<file path="src/rtl/operand_fetch_unit.sv">
// Operand fetch stage: latches a pair of source indices, reads the register file,
// applies writeback forwarding and holds the operand pair until the consumer takes it.
module operand_fetch_unit (
    input  logic        clk,
    input  logic        reset,
    input  logic        req_valid,
    output logic        req_ready,
    input  logic [4:0]  req_rs1,
    input  logic [4:0]  req_rs2,
    output logic        op_valid,
    input  logic        op_ready,
    output logic [31:0] op_data_1,
    output logic [31:0] op_data_2,
    input  logic        wb_valid,
    input  logic [4:0]  wb_idx,
    input  logic [31:0] wb_data,
    output logic [4:0]  rf_read_idx_1,
    output logic [4:0]  rf_read_idx_2,
    input  logic [31:0] rf_read_data_1,
    input  logic [31:0] rf_read_data_2,
    output logic [4:0]  rf_write_idx,
    output logic [31:0] rf_write_data,
    output logic        rf_write_enable,
    output logic [1:0]  dbg_state
);

    typedef enum logic [1:0] {
        IDLE = 2'd0,
        READ = 2'd1,
        HOLD = 2'd2
    } state_t;

    state_t      state_q;
    logic        req_ready_q;
    logic        op_valid_q;
    logic [4:0]  rs1_q;
    logic [4:0]  rs2_q;
    logic        fwd1_vld_q;
    logic        fwd2_vld_q;
    logic [31:0] fwd1_data_q;
    logic [31:0] fwd2_data_q;
    logic [31:0] op1_q;
    logic [31:0] op2_q;
    logic [31:0] op1_d;
    logic [31:0] op2_d;
    logic        wb_live;
    logic        launch_hit1;
    logic        launch_hit2;
    logic        read_hit1;
    logic        read_hit2;

    // Handshakes: a request transfers on a cycle where req_valid && req_ready;
    // the operand pair transfers on a cycle where op_valid && op_ready.
    assign wb_live     = wb_valid && (wb_idx != 5'd0);
    assign launch_hit1 = wb_live && (wb_idx == req_rs1);
    assign launch_hit2 = wb_live && (wb_idx == req_rs2);
    assign read_hit1   = wb_live && (wb_idx == rs1_q);
    assign read_hit2   = wb_live && (wb_idx == rs2_q);

    // The RF read launched in the request cycle misses writes from that cycle and
    // from READ, so those are forwarded here; a READ-cycle write is the youngest.
    always_comb begin
        op1_d = rf_read_data_1;
        op2_d = rf_read_data_2;
        if (fwd1_vld_q) op1_d = fwd1_data_q;
        if (fwd2_vld_q) op2_d = fwd2_data_q;
        if (read_hit1)  op1_d = wb_data;
        if (read_hit2)  op2_d = wb_data;
        if (rs1_q == 5'd0) op1_d = 32'h0000_0000;
        if (rs2_q == 5'd0) op2_d = 32'h0000_0000;
    end

    always_ff @(posedge clk) begin
        if (reset) begin
            state_q     <= IDLE;
            req_ready_q <= 1'b1;
            op_valid_q  <= 1'b0;
            rs1_q       <= 5'd0;
            rs2_q       <= 5'd0;
            fwd1_vld_q  <= 1'b0;
            fwd2_vld_q  <= 1'b0;
            fwd1_data_q <= 32'h0000_0000;
            fwd2_data_q <= 32'h0000_0000;
            op1_q       <= 32'h0000_0000;
            op2_q       <= 32'h0000_0000;
        end else begin
            case (state_q)
                IDLE: begin
                    if (req_valid) begin
                        rs1_q       <= req_rs1;
                        rs2_q       <= req_rs2;
                        fwd1_vld_q  <= launch_hit1;
                        fwd2_vld_q  <= launch_hit2;
                        fwd1_data_q <= wb_data;
                        fwd2_data_q <= wb_data;
                        req_ready_q <= 1'b0;
                        state_q     <= READ;
                    end
                end
                READ: begin
                    op1_q      <= op1_d;
                    op2_q      <= op2_d;
                    op_valid_q <= 1'b1;
                    state_q    <= HOLD;
                end
                HOLD: begin
                    if (op_ready) begin
                        op_valid_q  <= 1'b0;
                        req_ready_q <= 1'b1;
                        state_q     <= IDLE;
                    end
                end
                default: begin
                    op_valid_q  <= 1'b0;
                    req_ready_q <= 1'b1;
                    state_q     <= IDLE;
                end
            endcase
        end
    end

    assign req_ready     = req_ready_q;
    assign op_valid      = op_valid_q;
    assign op_data_1     = op1_q;
    assign op_data_2     = op2_q;
    assign rf_read_idx_1 = (state_q == IDLE) ? req_rs1 : rs1_q;
    assign rf_read_idx_2 = (state_q == IDLE) ? req_rs2 : rs2_q;

    // Writeback passes straight through and is deliberately independent of reset.
    assign rf_write_enable = wb_live;
    assign rf_write_idx    = wb_idx;
    assign rf_write_data   = wb_data;
    assign dbg_state       = state_q;

endmodule

</file>
<file path="config.mk">
export PLATFORM = sky130hd
export DESIGN_NAME = operand_fetch_unit
export DESIGN_NICKNAME = d
export VERILOG_FILES = /design/src/rtl/operand_fetch_unit.sv
export SDC_FILE = /design/constraint.sdc
export NUM_CORES = 1
export LEC_CHECK = 0
export BUFFER_PORTS_ARGS = -buffer_cell sky130_fd_sc_hd__buf_2
export CAP_MARGIN = 40
export CORE_ASPECT_RATIO = 0.75
export CORE_MARGIN = 2
export CORE_UTILIZATION = 42
export CTS_BUF_LIST = sky130_fd_sc_hd__clkbuf_4
export CTS_CLUSTER_SIZE = 20
export DETAILED_ROUTE_END_ITERATION = 10
export GPL_TIMING_DRIVEN = 0
export PLACE_DENSITY = 0.81
export SLEW_MARGIN = 20
export SYNTH_ARGS = -nofsm -noshare
export SYNTH_HDL_FRONTEND = slang
export SYNTH_SLANG_ARGS = --single-unit
</file>
<file path="constraint.sdc">
create_clock -name clk -period 4.16 [get_ports clk]
set_input_delay 1.248 -clock clk [delete_from_list [all_inputs] [get_ports clk]]
set_output_delay 1.248 -clock clk [all_outputs]
set_load 0.005 [all_outputs]
</file>
* Word-level counts from Yosys, hierarchy flattened
Cells that the tools add are included. W data, S select, Z words.
Cells by class: eq/ne operators 8, muxes and demuxes 16, bitwise operators 2, reductions and logical operators 13
Operators by type and width (count):
- $mux W32 | 6
- $eq A5 B5 Y1 | 4
- $logic_not A5 Y1 | 2
- $mux W5 | 2
- $pmux W1 S3 | 2
- $pmux W2 S3 | 1
- $reduce_and A2 Y1 | 3
- $logic_and A1 B1 Y1 | 5
- $reduce_bool A5 Y1 | 1
- $mux W2 | 2
- $ne A2 B2 Y1 const B | 2
- $mux W1 | 3
- $reduce_and A3 Y1 | 1
- $eq A2 B1 Y1 const B | 1
- $eq A2 B2 Y1 const B | 1
- $logic_not A2 Y1 | 1
- $not A1 Y1 | 2
Storage, ports and cells: register bits 112, input bits 116, output and inout port bits 116, word-level logic and storage cells 49

* Logic depth before layout (Yosys ltp)
Gate-level depths: netlist of run 1.
depth in word-level cells 5, gate-level depth with buffers 9, mapped depth without buffers 5

* Worst setup path after synthesis of run 1
No wires, ideal clock.
kind input to output, from in wb_idx[3], to out rf_write_enable, arrival time 2505 ps, data required time 2912 ps, path slack 407 ps, cell stages on the path 7, path buffers 4, path through buf_6 > or4_4 > o21ai_4 > buf_6 > buf_12 > buf_12 > inv_1
On the way: word-level cells in the longest chain between the ends 2
RTL lines:
- start: declaration | RTL line 15 | input logic [4:0] wb_idx,
- $reduce_bool A5 Y1 | RTL line 54 | assign wb_live = wb_valid && (wb_idx != 5'd0);
- $logic_and A1 B1 Y1 | RTL line 54
- end: declaration | RTL line 23 | output logic rf_write_enable,
Every way passes these cells.

* Worst setup path in the final report of run 1
Same ends and word-level chain as after synthesis.

==> results of run 1 <==
==> cell families after synthesis <==
family | count (synthesis)
and+or+nand+nor | 178
AOI/OAI and AO/OA | 177
buffers and inverters | 117
DFF | 112
muxes | 74
xor gates and xnor gates | 20
==> metal layers <==
| layer | vias to the layer above | global-route usage |
|---|---|---|
| li1 | 3016 | - |
| met1 | 3021 | 0.3751 |
| met2 | 399 | 0.4241 |
| met3 | 23 | 0.05650 |
| met4 | 0 | 0.06032 |
| met5 | - | 0 |
==> how the worst min path moves through the flow <==
| stage | endpoint | slack (ns) |
|---|---|---|
| floorplan | fwd2_data_q[0]$_SDFFE_PP0P_ | 0.45 |
| global placement | op_data_1[0]$_SDFFE_PP0P_ | 0.44 |
| detailed placement | op_data_1[21]$_SDFFE_PP0P_ | 0.45 |
| CTS | fwd2_data_q[21]$_SDFFE_PP0P_ | 0.48 |
| global route | fwd2_data_q[10]$_SDFFE_PP0P_ | 0.50 |
| finish | op_data_1[21]$_SDFFE_PP0P_ | 0.48 |
==> through the flow <==
step | utilization | instance area (um2) | worst slack (ns) | instances
floorplan | - | 6534 | 0.4069 | 678
global placement | 0.5200 | 7916 | 0.1400 | 1108
detailed placement | 0.5200 | 7916 | 0.1328 | 1108
CTS | 0.5302 | 8073 | 0.1188 | 1123
global route | 0.5302 | 8073 | 0.08399 | 1123
finish | 0.5302 | 8073 | 0.1238 | 1123
==> synth_stat cells <==
cell type	n	area (um2)
dfxtp_1	112	2242
nand2_1	89	334.1
a32o_1	64	640.6
mux2i_1	64	640.6
o31ai_1	64	480.5
a21oi_1	45	225.2
or4_2	42	367.9
buf_4	40	300.3
clkbuf_1	28	105.1
or4_1	22	165.2
clkbuf_8	18	247.7
mux2_2	10	112.6
nor2_1	10	37.54
xnor2_1	10	87.58
xor2_1	10	87.58
dlygate4sd1_1	8	70.07
buf_2	7	35.03
buf_12	6	120.1
nor3_1	5	25.02
buf_6	4	45.04
clkbuf_2	3	15.01
a21oi_4	2	32.53
nand4_1	2	12.51
nor2b_1	2	12.51
and2_1	1	6.260
buf_1	1	3.750
buf_8	1	15.01
inv_1	1	3.750
nand2b_1	1	6.260
nand3_1	1	5.000
nand3_2	1	10.01
nor2_2	1	6.260
o21ai_4	1	16.27
o21bai_1	1	7.510
or4_4	1	11.26
==> critical path: stages <==
cell     delay (ns)
buf_6          0.11
or4_4          0.54
o21ai_4        0.18
buf_6          0.18
buf_12         0.17
buf_12         0.14
inv_1          0.07
buf_2          0.13
==> report_power, final <==
group	total (W)	internal [W]	switching [W]	leakage [nW]
combinational	0.000591	0.000253	0.000337	2.24
sequential	0.00117	0.00113	0.0000404	0.912
clock	0.000618	0.000249	0.000369	0.0829
==> state kept, by name (all words and copies together) (netlist names) <==
| signal | flops |
|---|---|
| dbg_state | 2 |
| fwd1_vld_q | 1 |
| fwd2_data_q | 32 |
| fwd2_vld_q | 1 |
| op_data_1 | 32 |
| op_data_2 | 32 |
| op_valid | 1 |
| req_ready | 1 |
| rs1_q | 5 |
| rs2_q | 5 |
==> cell type report <==
type | instances | area, um2
Timing Repair Buffer | 225 | 1126
Sequential cell | 112 | 2242
Inverter | 1 | 3.754
Fill cell | 1471 | 7152
Clock buffer | 10 | 75.07
Clock inverter | 5 | 81.33
Tap cell | 205 | 256.5
Buffer | 116 | 957.2
Multi-Input combinational cell | 449 | 3331
==> results_dict.tcl, run 1 <==
set metrics [dict create \
    synthAdderAreaFrac 0 \
    io_buffers 225 \
    rr_worst_depth 5 \
    rsz0062_at_grt "false" \
    hold_buffers 0 \
    viasPerCell 5.752 \
    cts_tree "built" \
    worstReg2RegEnd "op_data_2[15]$_SDFFE_PP0P_" \
    maxSlewHeadroom 0.4018 \
    worst-path-max-fanout 10 \
    initial_core_util 0.4292 \
    netlist_instances 678 \
    clk_pin_slew_ns 0.16 \
    status "finished clean" \
    core_area_um2 15220 \
    synth-xor-area-share 0.02681 \
    grt_max_degree 18 \
    worstHoldStart "op_data_1[21]$_SDFFE_PP0P_" \
    totalNegativeSetupSlack_ns 0 \
    dr.pass1.iters 5 \
    top_layer "met4" \
    worstMarginPinSlew_ns 0.8973 \
    globalplace.congestion 0.8505 \
    yosysUniqueCellTypes 35 \
    grt_usage 0.2672 \
    worstPathArrival_ns 2.79 \
    fp.dieArea_um2 16580 \
    ys_seq_elements 112 \
    seq_area_frac_synth 0.3432 \
    synth_area_um2 6534 \
    root_buffer "clkbuf_4" \
    hold-worst-slack_ns 0.4829 \
    post-route-min-period_ns 4.036 \
    leakage_nw 3.236 \
    hold_path_class "flop to flop" \
    post_cts_resized 0 \
    wl_met1_um 9883 \
    vias 6459 \
    finClkSkew_ns 0.02083 \
    cp-startpoint "wb_idx[3]" \
    whs_path_depth 1 \
    cts_buffer_depth 2 \
    hold_viol_final 0 \
    grt_pass1_wl_um 34440 \
    cp-end-kind "output pin" \
    pin_count 232 \
    overflow 0 \
    synth.area.mux_share 0.1153 \
    cp.required_ns 2.91 \
    final_common_cell "buf_2" \
    synth_compound_area_frac 0.2147 \
    drv_cap 0 \
    powerDensity_nw_per_um2 294.4 \
    die_h_um 112.0 \
    max_freq_mhz 247.8 \
    dr_wl_met2_um 10230 \
    initialDrtViolationCount 443 \
    drive_gt1_frac 0.4107 \
    ir_drop_mv 0.2368 \
    die_w_um 148.0 \
    syn_avg_cell_area_um2 9.637 \
    ys_warn_count 0 \
    final_cell_mix "232 x buf_2, 112 x dfxtp_1, 89 x nand2_1" \
    timing_worst_setup_path_type "input pin to output pin" \
    diodes 0 \
    drt_wl_total_um 22840 \
    fin_total_pwr_w 0.002376 \
    grt_pass1_vias 6094 \
    finalSetupViolCount 0 \
    syn-num-nets 794 \
    numCtsBuffers 9 \
    post-route-period-util 0.9702 \
    postCtsSetupBuffers 0 \
    start_kind "input pin" \
    avgRoutedWirePerCell_um 20.34 \
    r2r_start "rs2_q[1]$_SDFFE_PP0P_" \
    rows 39 \
    antenna_left 0 \
    synth_top_family_by_area "compound AO/OA/AOI/OAI gates" \
    htree_levels 3 \
    cp-endpoint "rf_write_enable" \
    dp_hpwl_um 16710 \
    antenna_found_initial 0 \
    r2r_slack_ns 1.87 \
    nNetsFinal 1030 \
    drc 0 \
    final_max_slew_viol_count 0 \
    wl_met3_um 2471 \
    clk_latency_ns 0.47 \
    area_growth_syn_to_layout_pct 23.55 \
    synth-simple-area-share 0.1530 \
    cts.sinks 112 \
]
No activity file was read; power rests on OpenSTA's default activity.
==> run 2: changes to the inputs <==
--- a/config.mk
+++ b/config.mk
@@ -7,14 +7,17 @@
 export LEC_CHECK = 0
 export BUFFER_PORTS_ARGS = -buffer_cell sky130_fd_sc_hd__buf_2
 export CAP_MARGIN = 40
+export CELL_PAD_IN_SITES_DETAIL_PLACEMENT = 1
+export CELL_PAD_IN_SITES_GLOBAL_PLACEMENT = 2
 export CORE_ASPECT_RATIO = 0.75
 export CORE_MARGIN = 2
-export CORE_UTILIZATION = 42
+export CORE_UTILIZATION = 30
 export CTS_BUF_LIST = sky130_fd_sc_hd__clkbuf_4
 export CTS_CLUSTER_SIZE = 20
 export DETAILED_ROUTE_END_ITERATION = 10
 export GPL_TIMING_DRIVEN = 0
-export PLACE_DENSITY = 0.81
+export PLACE_DENSITY = 0.93
+export REMOVE_ABC_BUFFERS = 1
 export SLEW_MARGIN = 20
 export SYNTH_ARGS = -nofsm -noshare
 export SYNTH_HDL_FRONTEND = slang
==> run 2 against run 1 <==
  * Total power shrank 6.3%
  * Via count fell by 6.1%
  * Worst setup slack improved by 0.37 ns
  * Clock skew grew 0.012 ns
  * Sequential cell count unchanged
  * Highest routed layer unchanged
  * Hold slack better by 0.0042 ns
  * Register-to-register slack worse by 0.05 ns
  * Core utilization decreased by 17 points
  * Die area grew 39%
  * Critical path type unchanged
  * Largest cell class unchanged
==> results_dict.tcl, run 2 (synthesis results as in run 1) <==
set metrics [dict create \
    status "finished clean" \
    root_buffer "clkbuf_4" \
    grt_pass1_vias 6050 \
    overflow 0 \
    r2r_start "rs1_q[1]$_SDFFE_PP0P_" \
    die_h_um 131.8 \
    fin_total_pwr_w 0.002226 \
    leakage_nw 2.884 \
    rows 46 \
    drt_wl_total_um 22630 \
    pin_count 232 \
    numCtsBuffers 9 \
    hold_buffers 0 \
    viasPerCell 5.457 \
    drive_gt1_frac 0.3968 \
    cts.sinks 112 \
    diodes 0 \
    cp-end-kind "output pin" \
    cts_tree "built" \
    hold_path_end "fwd2_data_q[19]$_SDFFE_PP0P_" \
    crit_chain "buf_2, or4_4, o21ai_4, inv_1, buf_2" \
    pre_cts_ws_ns 0.04005 \
    start_kind "input pin" \
    rr_worst_depth 5 \
    final_cell_mix "231 x buf_2, 110 x dfxtp_1, 86 x nand2_1" \
    dr.pass1.iters 6 \
    totalNegativeSetupSlack_ns 0 \
    rsz0062_at_grt "false" \
    io_buffers 231 \
    cp_common_cell "buf_2" \
    post-route-min-period_ns 3.668 \
    cts_buffer_depth 2 \
    fin_ws_ns 0.4916 \
    instances_no_fill 1112 \
    place_inst 1094 \
    r2r_slack_ns 1.82 \
    initial_core_util 0.3076 \
    cp.required_ns 2.91 \
    max_freq_mhz 272.6 \
    vias 6068 \
    hold_viol_final 0 \
    timing_worst_setup_path_type "input pin to output pin" \
    initialDrtViolationCount 301 \
    final_common_cell "buf_2" \
    grt_pass1_wl_um 35320 \
    avgRoutedWirePerCell_um 20.35 \
    area_growth_syn_to_layout_pct 16.47 \
    nNetsFinal 936 \
    crit_family "simple AND/OR/NAND/NOR gates" \
    worstMarginPinSlew_ns 0.7704 \
    worstHoldStart "fwd2_data_q[19]$_SDFFE_PP0P_" \
    globalplace.congestion 0.7367 \
    whs_path_depth 2 \
    worst-path-buf-inv 3 \
    die_w_um 174.4 \
    finalSetupViolCount 0 \
    clk_latency_ns 0.48 \
    worstReg2RegEnd "op_data_1[7]$_SDFFE_PP0P_" \
    post_cts_resized 0 \
    grt_usage 0.1934 \
    final_max_slew_viol_count 0 \
    finalCoreUtilization 0.3583 \
    cp_slowest_cell "or4_4" \
    worst_path_largest_cell_delay_ns 0.56 \
    maxSlewHeadroom 0.4864 \
    clk_pin_slew_ns 0.20 \
    htree_levels 3 \
    grt_max_degree 65 \
    fp.dieArea_um2 22990 \
    worst-path-max-fanout 6 \
    finClkSkew_ns 0.03279 \
    worstPathArrival_ns 2.42 \
    dp_hpwl_um 15160 \
    ir_drop_mv 0.1343 \
    powerDensity_nw_per_um2 292.6 \
    fill_cells 2528 \
    drc 0 \
    antenna_found_initial 1 \
    core_area_um2 21240 \
    antenna_left 0 \
    hold_path_class "flop to flop" \
    post-route-period-util 0.8818 \
    drv_cap 0 \
]
[run 2: layer usage]
metal / share of wire / vias up / track usage
met2: 0.46 / 209 / 0.3245
met4: 0.0038 / 0 / 0.03268
met1: 0.46 / 3021 / 0.2545
met5: 0 / - / 0
li1: - / 2831 / -
met3: 0.072 / 7 / 0.04844
[run 2: worst max-delay path by stage]
stage / startpoint / endpoint / slack [ns] / cells past startpoint
2_1_floorplan: wb_idx[3] / rf_write_enable / -0.45 / 3
3_3_place_gp: wb_idx[3] / rf_write_enable / -1.95 / 5
3_5_place_dp: wb_idx[3] / rf_write_enable / 0.04 / 5
4_1_cts: wb_idx[3] / rf_write_enable / 0.03 / 5
5_1_grt: wb_idx[3] / rf_write_enable / 0.46 / 5
6_report: wb_idx[3] / rf_write_enable / 0.49 / 5
[run 2: layout make-up]
| class | instances | area (um2) | share of cell area |
|---|---|---|---|
| Sequential cell | 112 | 2250 | 0.2956 |
| Clock buffer | 10 | 75.07 | 0.009865 |
| Inverter | 1 | 3.754 | 0.0004933 |
| Clock inverter | 5 | 40.04 | 0.005261 |
| Multi-Input combinational cell | 449 | 3374 | 0.4434 |
| Tap cell | 288 | 360.3 | 0.04735 |
| Timing Repair Buffer | 247 | 1506 | 0.1980 |
[run 2: power breakdown]
| group | internal (W) | leakage (nW) | switching (W) |
|---|---|---|---|
| clock | 0.000134 | 0.0676 | 0.000395 |
| sequential | 0.00113 | 0.914 | 0.0000413 |
| combinational | 0.000214 | 1.90 | 0.000316 |
| total | 0.00147 | 2.88 | 0.000752 |
[run 2: worst min-delay path: stages, from the launching register on]
cell     delay [ns]
dfxtp_1        0.36
nand2_1        0.06
a21oi_1        0.05
[run 2: metrics by stage]
step / hold WS [ns] / area (um2)
floorplan: 0.4426 / 5577
global placement: 0.4435 / 7093
detailed placement: 0.4504 / 7460
CTS: 0.4905 / 7575
global route: 0.5034 / 7610
finish: 0.4871 / 7610
[run 2: repair_timing]
action / in CTS / in global routing
hold endpoints to repair: 0 / 0
setup endpoints to repair: 0 / 1
buffers inserted: 0 / 2
==> run 3: changes to the inputs <==
==> constraint.sdc (replaced) <==
create_clock -name clk -period 4.16 [get_ports clk]
set_input_delay 0.208 -clock clk [delete_from_list [all_inputs] [get_ports clk]]
set_output_delay 0.208 -clock clk [all_outputs]
set_load 0.005 [all_outputs]
==> run 3 against run 2 <==
  * Routed wire length is 4.6% higher
  * Worst setup slack better by 1.3 ns
  * Sequential share of layout area decreased by 1.5 points
  * Cell count up 3.9%
  * Hold slack got worse by 0.42 ns
  * Clock skew increased by 0.00090 ns
  * Final area rose by 5.5%
  * Core utilization increased by 2.0 points
  * Count of clock-buffer cells in the layout is the same
  * Via count rose by 3.2%
==> results_dict.tcl, run 3 (synthesis results as in run 1) <==
set metrics [dict create \
    cts_buffer_depth 2 \
    post-route-min-period_ns 2.365 \
    post_cts_resized 0 \
    post-route-cell-area_um2 8030 \
    r2r_slack_ns 1.80 \
    max_freq_mhz 422.9 \
    cts_tree "built" \
    p_seq_frac 0.516 \
    drt_wl_total_um 23670 \
    hold_path_class "input pin to flop" \
    hold_viol_final 0 \
    antenna_found_initial 3 \
    root_buffer "clkbuf_4" \
    place_area_um2 7460 \
    ir_drop_mv 0.1369 \
    drive_gt1_frac 0.3757 \
    maxSlewHeadroom 0.4827 \
    grt_pass1_wl_um 36920 \
    clkPwrFrac 0.234 \
    grt_max_degree 65 \
    dr.pass1.iters 4 \
    start_kind "flop" \
    finalSetupViolCount 0 \
    final_cell_mix "231 x buf_2, 110 x dfxtp_1, 86 x nand2_1" \
    cts.sinks 112 \
    dp_hpwl_um 15160 \
    crit_chain "xnor2_1, nand2_4, or4_2, a32o_1" \
    grt_usage 0.2019 \
    nNetsFinal 977 \
    p_int_w 0.001499 \
    die_h_um 131.8 \
    worst-path-max-fanout 64 \
    worstPathArrival_ns 2.73 \
    leakage_nw 3.054 \
    combPwrFrac 0.250 \
    fp.dieArea_um2 22990 \
    p_sw_w 0.0007655 \
    cp_slowest_cell "or4_2" \
    initialDrtViolationCount 309 \
    die_w_um 174.4 \
    worstMarginPinSlew_ns 0.7760 \
    hold-worst-slack_ns 0.07025 \
    worst_path_largest_cell_delay_ns 0.79 \
    final_common_cell "buf_2" \
    pin_count 232 \
    globalplace.congestion 0.7367 \
    numCtsBuffers 9 \
    powerDensity_nw_per_um2 282.0 \
    area_growth_syn_to_layout_pct 22.90 \
    htree_levels 3 \
    totalNegativeSetupSlack_ns 0 \
    core_area_um2 21240 \
    avgRoutedWirePerCell_um 20.50 \
    viasPerCell 5.424 \
    swShare 0.3381 \
    rsz0062_at_grt "false" \
    timing_worst_setup_path_type "flop to flop" \
    vias 6265 \
    initial_core_util 0.3076 \
    clk_latency_ns 0.48 \
    drc 0 \
    overflow 0 \
    post-route-period-util 0.5684 \
    cp-end-kind "flop" \
    io_buffers 231 \
    antenna_left 0 \
    finalCoreUtilization 0.3781 \
    clk_pin_slew_ns 0.19 \
    cp.required_ns 4.52 \
    rows 46 \
    drv_cap 0 \
    finClkSkew_ns 0.03369 \
    final_max_slew_viol_count 0 \
    grt_pass1_vias 6376 \
    postCtsSetupBuffers 0 \
    status "finished clean" \
]
==> run 3: metal layers <==
layer  vias up  routed length (um)  GRT usage
met3        13                1441    0.04902
met2       195               11110     0.3404
li1       2920                   -          -
met1      3137               10920     0.2623
met5         -                   0          0
met4         0                 201    0.04202
==> run 3: worst max-delay path: cells and delay by family, from the launching register on <==
family	cells	cell delay [ns]
AND/OR/NAND/NOR	2	1.21
flip-flops	1	0.40
XOR/XNOR	1	0.28
AO/OA/AOI/OAI	1	0.28
==> run 3: power by group through the flow <==
| stage | Combinational [W] | Sequential [W] | Clock [W] |
|---|---|---|---|
| global route | 0.000614 | 0.00118 | 0.000599 |
| detailed placement | 0.000528 | 0.00119 | 0 |
| finish | 0.000566 | 0.00117 | 0.000531 |
| global placement | 0.000466 | 0.00119 | 0 |
| CTS | 0.000560 | 0.00117 | 0.000562 |
| floorplan | 0.000226 | 0.00118 | 0 |
==> run 3: layout make-up <==
type                       count  area [um2]
inverter                       1       3.754
antenna                        2       5.005
clock inverter                 5       40.04
fill                        2506       13210
timing repair buffer         288        1922
tap                          288       360.3
sequential                   112        2250
multi-input combinational    449        3374
clock buffer                  10       75.07
==> run 3: what timing repair did <==
action,in CTS,in global routing
endpoints found under the hold margin,43,0
hold buffers,43,0
endpoints found under the setup margin,0,0
==> run 3: metrics by stage <==
| step | instances | setup WS (ns) | power [W] |
|---|---|---|---|
| floorplan | 562 | 1.466 | 0.001409 |
| global placement | 1081 | 0.03491 | 0.001656 |
| detailed placement | 1094 | 1.655 | 0.001718 |
| CTS | 1152 | 1.675 | 0.002289 |
| global route | 1155 | 1.722 | 0.002389 |
| finish | 1155 | 1.795 | 0.002265 |
==> run 3: path summary, 6_finish.rpt <==
check / end / from / cells after the start
worst min register to register: op_data_1[30]$_SDFFE_PP0P_ / op_data_1[30]$_SDFFE_PP0P_ / 1
worst min-delay path: op_data_2[13]$_SDFFE_PP0P_ / rf_read_data_2[13] / 4
worst max register to register: op_data_1[7]$_SDFFE_PP0P_ / rs1_q[0]$_SDFFE_PP0P_ / 4
worst max-delay path: op_data_1[7]$_SDFFE_PP0P_ / rs1_q[0]$_SDFFE_PP0P_ / 4
